[config.mk]
export PLATFORM = sky130hd
export DESIGN_NAME = fv_req_bus
export DESIGN_NICKNAME = d
export VERILOG_FILES = /design/src/rtl/fv_req_bus_pkg.sv /design/src/rtl/fv_rr_arbiter.sv /design/src/rtl/fv_req_bus.sv
export SDC_FILE = /design/constraint.sdc
export NUM_CORES = 1
export LEC_CHECK = 0
export ABC_CLOCK_PERIOD_IN_PS = 11350
export CORE_AREA = 2 2 135 137
export DETAILED_ROUTE_END_ITERATION = 8
export DIE_AREA = 0 0 137 139
export PLACE_DENSITY = 0.66
export SYNTH_ARGS = -nofsm -noshare
export SYNTH_HDL_FRONTEND = slang
export SYNTH_HIERARCHICAL = 1
export SYNTH_SLANG_ARGS = --single-unit
[constraint.sdc]
create_clock -name clk -period 11.35 [get_ports clk]
set_clock_uncertainty 0.15 [all_clocks]
set_input_delay 2.27 -clock clk [delete_from_list [all_inputs] [get_ports clk]]
set_output_delay 2.27 -clock clk [all_outputs]
set_load 0.05 [all_outputs]
[src/rtl/fv_req_bus_pkg.sv]
// Shared FV request-bus types and default sizing for the Edge PE -> FV SRAM bank request path.
package fv_req_bus_pkg;

    localparam int Num_Edge_PE  = 4;
    localparam int Num_Banks_FV = 4;

    localparam int FV_NUM_PE    = Num_Edge_PE;
    localparam int FV_NUM_BANKS = Num_Banks_FV;
    localparam int FV_ADDR_W    = 10;
    localparam int FV_TAG_W     = $clog2(FV_NUM_PE);

    typedef struct packed {
        logic                 valid;
        logic [FV_ADDR_W-1:0] addr;
        logic [FV_TAG_W-1:0]  pe_tag;
    } fv_req_t;

endpackage

[src/rtl/fv_rr_arbiter.sv]
// Combinational round-robin arbiter: the search starts one position past last_grant and wraps.
module fv_rr_arbiter #(
    parameter int N = 4
) (
    input  logic [N-1:0]         req,
    input  logic [$clog2(N)-1:0] last_grant,
    output logic [N-1:0]         grant
);

    localparam int TW = $clog2(N);

    logic [TW-1:0] idx;
    logic          found;

    // N is a power of two, so the TW-bit add wraps exactly like mod N.
    always_comb begin
        grant = '0;
        found = 1'b0;
        idx   = '0;
        for (int i = 1; i <= N; i++) begin
            idx = last_grant + TW'(i);
            if (!found && req[idx]) begin
                grant[idx] = 1'b1;
                found      = 1'b1;
            end
        end
    end

endmodule

[src/rtl/fv_req_bus.sv]
// FV request bus: per-PE holding slots feeding per-bank round-robin arbiters and output registers.
// Optional per-PE stall counters are built when FV_REQ_BUS_STALL_CNT_EN is defined.
module fv_req_bus
    import fv_req_bus_pkg::*;
#(
    parameter int NUM_PE    = FV_NUM_PE,
    parameter int NUM_BANKS = FV_NUM_BANKS,
    parameter int ADDR_W    = FV_ADDR_W
) (
    input  logic                                           clk,
    input  logic                                           reset,
    input  logic [NUM_PE-1:0]                              pe_req_valid,
    input  logic [NUM_PE*ADDR_W-1:0]                       pe_req_addr,
    output logic [NUM_PE-1:0]                              pe_req_ready,
    output logic [NUM_BANKS-1:0]                           bank_req_valid,
    output logic [NUM_BANKS*(ADDR_W-$clog2(NUM_BANKS))-1:0] bank_req_addr,
    output logic [NUM_BANKS*$clog2(NUM_PE)-1:0]            bank_req_pe_tag,
`ifdef FV_REQ_BUS_STALL_CNT_EN
    output logic [NUM_PE*16-1:0]                           stall_cnt,
`endif
    input  logic [NUM_BANKS-1:0]                           bank_ready
);

    localparam int BW = $clog2(NUM_BANKS);
    localparam int TW = $clog2(NUM_PE);
    localparam int LW = ADDR_W - BW;

    logic [NUM_PE-1:0] vld_p0;
    logic [ADDR_W-1:0] addr_p0 [NUM_PE];
    logic [NUM_PE-1:0] accept;
    logic [NUM_PE-1:0] pe_granted;

    logic [NUM_PE-1:0] breq    [NUM_BANKS];
    logic [NUM_PE-1:0] gnt_raw [NUM_BANKS];
    logic [NUM_PE-1:0] gnt     [NUM_BANKS];
    logic [TW-1:0]     gnt_idx [NUM_BANKS];
    logic [TW-1:0]     last_grant [NUM_BANKS];
    logic [NUM_BANKS-1:0] grant_en;
    logic [NUM_BANKS-1:0] bank_load;

    logic [NUM_BANKS-1:0] vld_p1;
    logic [LW-1:0]        addr_p1 [NUM_BANKS];
    logic [TW-1:0]        tag_p1  [NUM_BANKS];

    // Stage p0: per-PE holding slot; ready is the registered empty flag only.
    assign pe_req_ready = ~vld_p0;
    assign accept       = pe_req_valid & ~vld_p0;

    always_ff @(posedge clk) begin
        if (!reset) begin
            vld_p0 <= '0;
        end else begin
            vld_p0 <= (vld_p0 & ~pe_granted) | accept;
        end
    end

    always_ff @(posedge clk) begin
        for (int p = 0; p < NUM_PE; p++) begin
            if (accept[p]) begin
                addr_p0[p] <= pe_req_addr[p*ADDR_W +: ADDR_W];
            end
        end
    end

    always_comb begin
        for (int b = 0; b < NUM_BANKS; b++) begin
            grant_en[b] = !vld_p1[b] || bank_ready[b];
            breq[b]     = '0;
            for (int p = 0; p < NUM_PE; p++) begin
                breq[b][p] = vld_p0[p] && (addr_p0[p][BW-1:0] == BW'(b));
            end
        end
    end

    for (genvar gb = 0; gb < NUM_BANKS; gb++) begin : g_arb
        fv_rr_arbiter #(
            .N (NUM_PE)
        ) u_arb (
            .req        (breq[gb]),
            .last_grant (last_grant[gb]),
            .grant      (gnt_raw[gb])
        );
    end

    // A PE decodes to exactly one bank, so OR-ing the bank grants cannot double-grant a slot.
    always_comb begin
        pe_granted = '0;
        for (int b = 0; b < NUM_BANKS; b++) begin
            gnt[b]       = gnt_raw[b] & {NUM_PE{grant_en[b]}};
            bank_load[b] = |gnt[b];
            gnt_idx[b]   = '0;
            for (int p = 0; p < NUM_PE; p++) begin
                if (gnt_raw[b][p]) begin
                    gnt_idx[b] = TW'(p);
                end
            end
            pe_granted = pe_granted | gnt[b];
        end
    end

    // Stage p1: per-bank output register, reloaded in the same cycle it drains.
    always_ff @(posedge clk) begin
        if (!reset) begin
            vld_p1 <= '0;
            for (int b = 0; b < NUM_BANKS; b++) begin
                addr_p1[b]    <= '0;
                tag_p1[b]     <= '0;
                last_grant[b] <= TW'(NUM_PE - 1);
            end
        end else begin
            for (int b = 0; b < NUM_BANKS; b++) begin
                if (bank_load[b]) begin
                    vld_p1[b]     <= 1'b1;
                    addr_p1[b]    <= addr_p0[gnt_idx[b]][ADDR_W-1:BW];
                    tag_p1[b]     <= gnt_idx[b];
                    last_grant[b] <= gnt_idx[b];
                end else if (bank_ready[b]) begin
                    vld_p1[b] <= 1'b0;
                end
            end
        end
    end

    assign bank_req_valid = vld_p1;

    always_comb begin
        bank_req_addr   = '0;
        bank_req_pe_tag = '0;
        for (int b = 0; b < NUM_BANKS; b++) begin
            bank_req_addr[b*LW +: LW]   = addr_p1[b];
            bank_req_pe_tag[b*TW +: TW] = tag_p1[b];
        end
    end

`ifdef FV_REQ_BUS_STALL_CNT_EN
    logic [15:0] stall_q [NUM_PE];

    function automatic logic [15:0] sat_inc16(input logic [15:0] v);
        return (v == 16'hFFFF) ? v : v + 16'd1;
    endfunction

    always_ff @(posedge clk) begin
        if (!reset) begin
            for (int p = 0; p < NUM_PE; p++) begin
                stall_q[p] <= '0;
            end
        end else begin
            for (int p = 0; p < NUM_PE; p++) begin
                if (vld_p0[p] && !pe_granted[p]) begin
                    stall_q[p] <= sat_inc16(stall_q[p]);
                end
            end
        end
    end

    always_comb begin
        stall_cnt = '0;
        for (int p = 0; p < NUM_PE; p++) begin
            stall_cnt[p*16 +: 16] = stall_q[p];
        end
    end
`endif

endmodule

==> impl_metrics.env <==
export IMPL_cp_slowest_cell="o21ai_1"
export IMPL_power_frac_clock=0.229
export IMPL_nets=712
export IMPL_status="completed"
export IMPL_grt_start_max_net_pins=22
export IMPL_dr_first_iter_drc_count=409
export IMPL_antenna_cells=0
export IMPL_p_per_area_nw_per_um2=199
export IMPL_cap_violations=0
export IMPL_grtUsageTotal=0.175
export IMPL_timing_rr_end="addr_p1[2][6]"
export IMPL_avgSynthCellArea_um2=11.3
export IMPL_p_int_mw=0.904
export IMPL_relSlewSlack=0.183
export IMPL_tns_ns=0
export IMPL_ys_warn_count=6
export IMPL_path_buf_inv=2
export IMPL_synth_cell_types=36
export IMPL_critPathTopFamily="compound AO/OA/AOI/OAI gates"
export IMPL_port_buffers=97
export IMPL_syn_nets=617
export IMPL_worst_path_max_fanout=12
export IMPL_criticalPathCategory="in -> reg"
export IMPL_clock_path_buffers=2
export IMPL_yosysSeqAreaShare=0.462
export IMPL_core_area_um2=17700
export IMPL_min_path_cells=2
export IMPL_grt_pass1_wl_mm=25.5
export IMPL_switchingPower_mw=0.604
export IMPL_end_kind="flop"
export IMPL_setup_viol=0
export IMPL_start_util=0.343
export IMPL_ios=98
export IMPL_via_per_inst=5.35
export IMPL_die_area_um2=19000
export IMPL_dr_pass1_iters=7
export IMPL_fillers=1626
export IMPL_netlist_area_um2=6060
export IMPL_register_area_um2=2800
export IMPL_max_freq_ghz=0.242
export IMPL_cts_setup_buffers=0
export IMPL_synth_cells=535
export IMPL_drive_gt1_frac=0.0866
export IMPL_routed_wl_mm=16.5
export IMPL_r2r_start="last_grant[2][0]"
export IMPL_max_stage_delay_ns=0.82
export IMPL_sequentialPowerShare=0.360
export IMPL_cts_tree="done"
export IMPL_fin_crit_ns=4.13
export IMPL_hold_violations=0
export IMPL_dp_final_hpwl_mm=12.4
export IMPL_cts_sinks=96
export IMPL_die_y_um=139
export IMPL_ir_drop_mv=0.125
export IMPL_cp_arrival_ns=3.94
export IMPL_rows=49
export IMPL_antenna_found_initial=0
export IMPL_ff2ff_setup_slack_ns=7.35
export IMPL_fp_dieW_um=137
export IMPL_htreeDepth=3
export IMPL_worst_pin_slew_ns=1.22
export IMPL_ctsResizeCount=0
export IMPL_clk_latency_ns=0.35
export IMPL_crit_required_ns=11.17
export IMPL_clkTransAtPathRegs_ns=0.07
export IMPL_rsz0062_at_grt="false"
export IMPL_worstRegToRegCells=9
export IMPL_grt_pass1_vias=4533
export IMPL_p_sw_frac=0.400
export IMPL_leakagePower_nw=2.67
export IMPL_ys_seq_elements=96
export IMPL_cts_inserted_buffers=9
export IMPL_vias=4623
export IMPL_gp_congestion=0.823
export IMPL_hold_start="bank_req_valid[2]"
export IMPL_area_delta_synth_final_pct=25.0
export IMPL_root_buffer="clkbuf_16"
export IMPL_pwr_share_comb=0.411
export IMPL_wl_per_cell_um=19.1
export IMPL_hold_end="bank_req_valid[2]"
export IMPL_fin_crit_sh=0.364
export IMPL_hold_path_class="reg -> reg"
export IMPL_postCtsHoldBufs=0
export IMPL_drc=0
export IMPL_multi_input_area_um2=2930
export IMPL_antenna_left=0
export IMPL_drv_slew=0
export IMPL_p_total_mw=1.51
export IMPL_cp_cell_sequence="clkdlybuf4s50_1 > nand2b_1 > inv_1 > o21ai_1"
export IMPL_grt_ovfl_total=0
export IMPL_startpoint_type="primary input"
[tightest hold or removal path, stage by stage (launching register included)]
cell	delay, ns
dfxtp_1	0.33
nand2b_1	0.25
a21oi_1	0.12
[synth_stat cells]
cell type,instances,area (um2)
o2111ai_1,1,8.76
inv_1,39,146
clkbuf_2,1,5.00
buf_2,8,40.0
buf_4,1,7.51
nor2_2,2,12.5
nor2b_1,5,31.3
nor4_2,1,12.5
clkinv_1,4,15.0
edfxtp_1,88,2640
a22o_1,4,35.0
or3_1,4,25.0
nand3b_4,1,20.0
o21ai_0,5,25.0
dfxtp_1,8,160
nand2_1,60,225
a222oi_1,4,40.0
nor3b_1,20,150
a211oi_1,4,30.0
buf_6,8,90.1
or4_4,2,22.5
clkbuf_1,8,30.0
nor2_1,13,48.8
ha_1,32,400
nand2b_1,37,231
nor4_1,3,18.8
mux4_2,8,180
nor4b_4,4,95.1
a21oi_1,61,305
o211ai_1,48,360
nor3_1,4,20.0
mux4_1,8,210
mux2_1,27,304
mux2_2,5,56.3
and3_1,4,25.0
nand3b_2,3,33.8
[routing by layer]
metal,up-vias,part of all wire,track usage
met5,-,0,0
met4,0,0.019,0.0564
met3,23,0.057,0.0289
met2,171,0.49,0.285
met1,2252,0.43,0.237
li1,2177,-,-
[per-stage QoR]
stage	hold slack [ns]	std cells	setup WS (ns)	utilization	area (um2)
after global routing	0.611	864	7.02	0.429	7580
after floorplan	0.476	535	7.33	-	6060
after global placement	0.558	848	6.89	0.410	7250
after CTS	0.595	864	7.23	0.429	7580
final	0.610	864	7.22	0.429	7580
after detailed placement	0.578	848	6.92	0.410	7250
[cell usage in the layout, fill, tap and decap left out, types with 4 or more instances in the layout]
| master | count |
|---|---|
| nor2b_1 | 5 |
| clkdlybuf4s50_1 | 97 |
| nor2_1 | 13 |
| a22o_1 | 4 |
| o211ai_1 | 48 |
| o21ai_0 | 4 |
| clkbuf_16 | 9 |
| ha_1 | 32 |
| mux4_2 | 8 |
| nor3_1 | 4 |
| clkinv_1 | 4 |
| mux2_1 | 27 |
| mux4_1 | 8 |
| or3_1 | 4 |
| edfxtp_1 | 88 |
| mux2_2 | 5 |
| dfxtp_1 | 8 |
| nor3b_1 | 20 |
| buf_4 | 13 |
| a222oi_1 | 4 |
| inv_1 | 39 |
| nor4b_4 | 4 |
| nand2b_1 | 37 |
| a21oi_1 | 61 |
| nand2_1 | 60 |
| and3_1 | 4 |
| a211oi_1 | 4 |
[layout make-up]
cell class                      count  share of cell area
Clock buffer                        9              0.0297
Tap cell                          229              0.0378
Inverter                           43              0.0213
Clock inverter                      7              0.0144
Sequential cell                    96               0.370
Timing Repair Buffer              110               0.141
Multi-Input combinational cell    370               0.386
[registers in the layout, indices dropped and copies added (netlist names)]
signal / count
vld_p0: 4
tag_p1: 8
addr_p1: 32
last_grant: 8
addr_p0: 40
bank_req_valid: 4
[how the worst max path moves through the flow]
stage / from / end / depth (start not counted)
after global placement: bank_ready[2] / addr_p1[2][2] / 4
after CTS: vld_p0[1] / pe_req_ready[1] / 2
after floorplan: bank_ready[3] / addr_p1[3][0] / 4
final: bank_ready[2] / addr_p1[2][6] / 4
after global routing: last_grant[3][0] / addr_p1[3][4] / 9
after detailed placement: bank_ready[2] / addr_p1[2][2] / 4
[logic make-up (layout without fill, tap and decap cells)]
family / Yosys count / after routing / share of synthesized area
flops: 96 / 96 / 0.462
buf+inv: 69 / 169 / 0.0551
simple gates: 163 / 163 / 0.160
compound gates: 127 / 127 / 0.133
mux: 48 / 48 / 0.124
fa+ha+maj: 32 / 32 / 0.0660
[power by group through the flow]
stage | logic [mW] | registers (mW) | clock network [mW]
final | 0.620 | 0.543 | 0.346
after global routing | 0.659 | 0.551 | 0.364
after CTS | 0.621 | 0.544 | 0.350
after detailed placement | 0.618 | 0.550 | 0
after global placement | 0.608 | 0.549 | 0
after floorplan | 0.257 | 0.704 | 0
(Power assumes the default switching activity.)
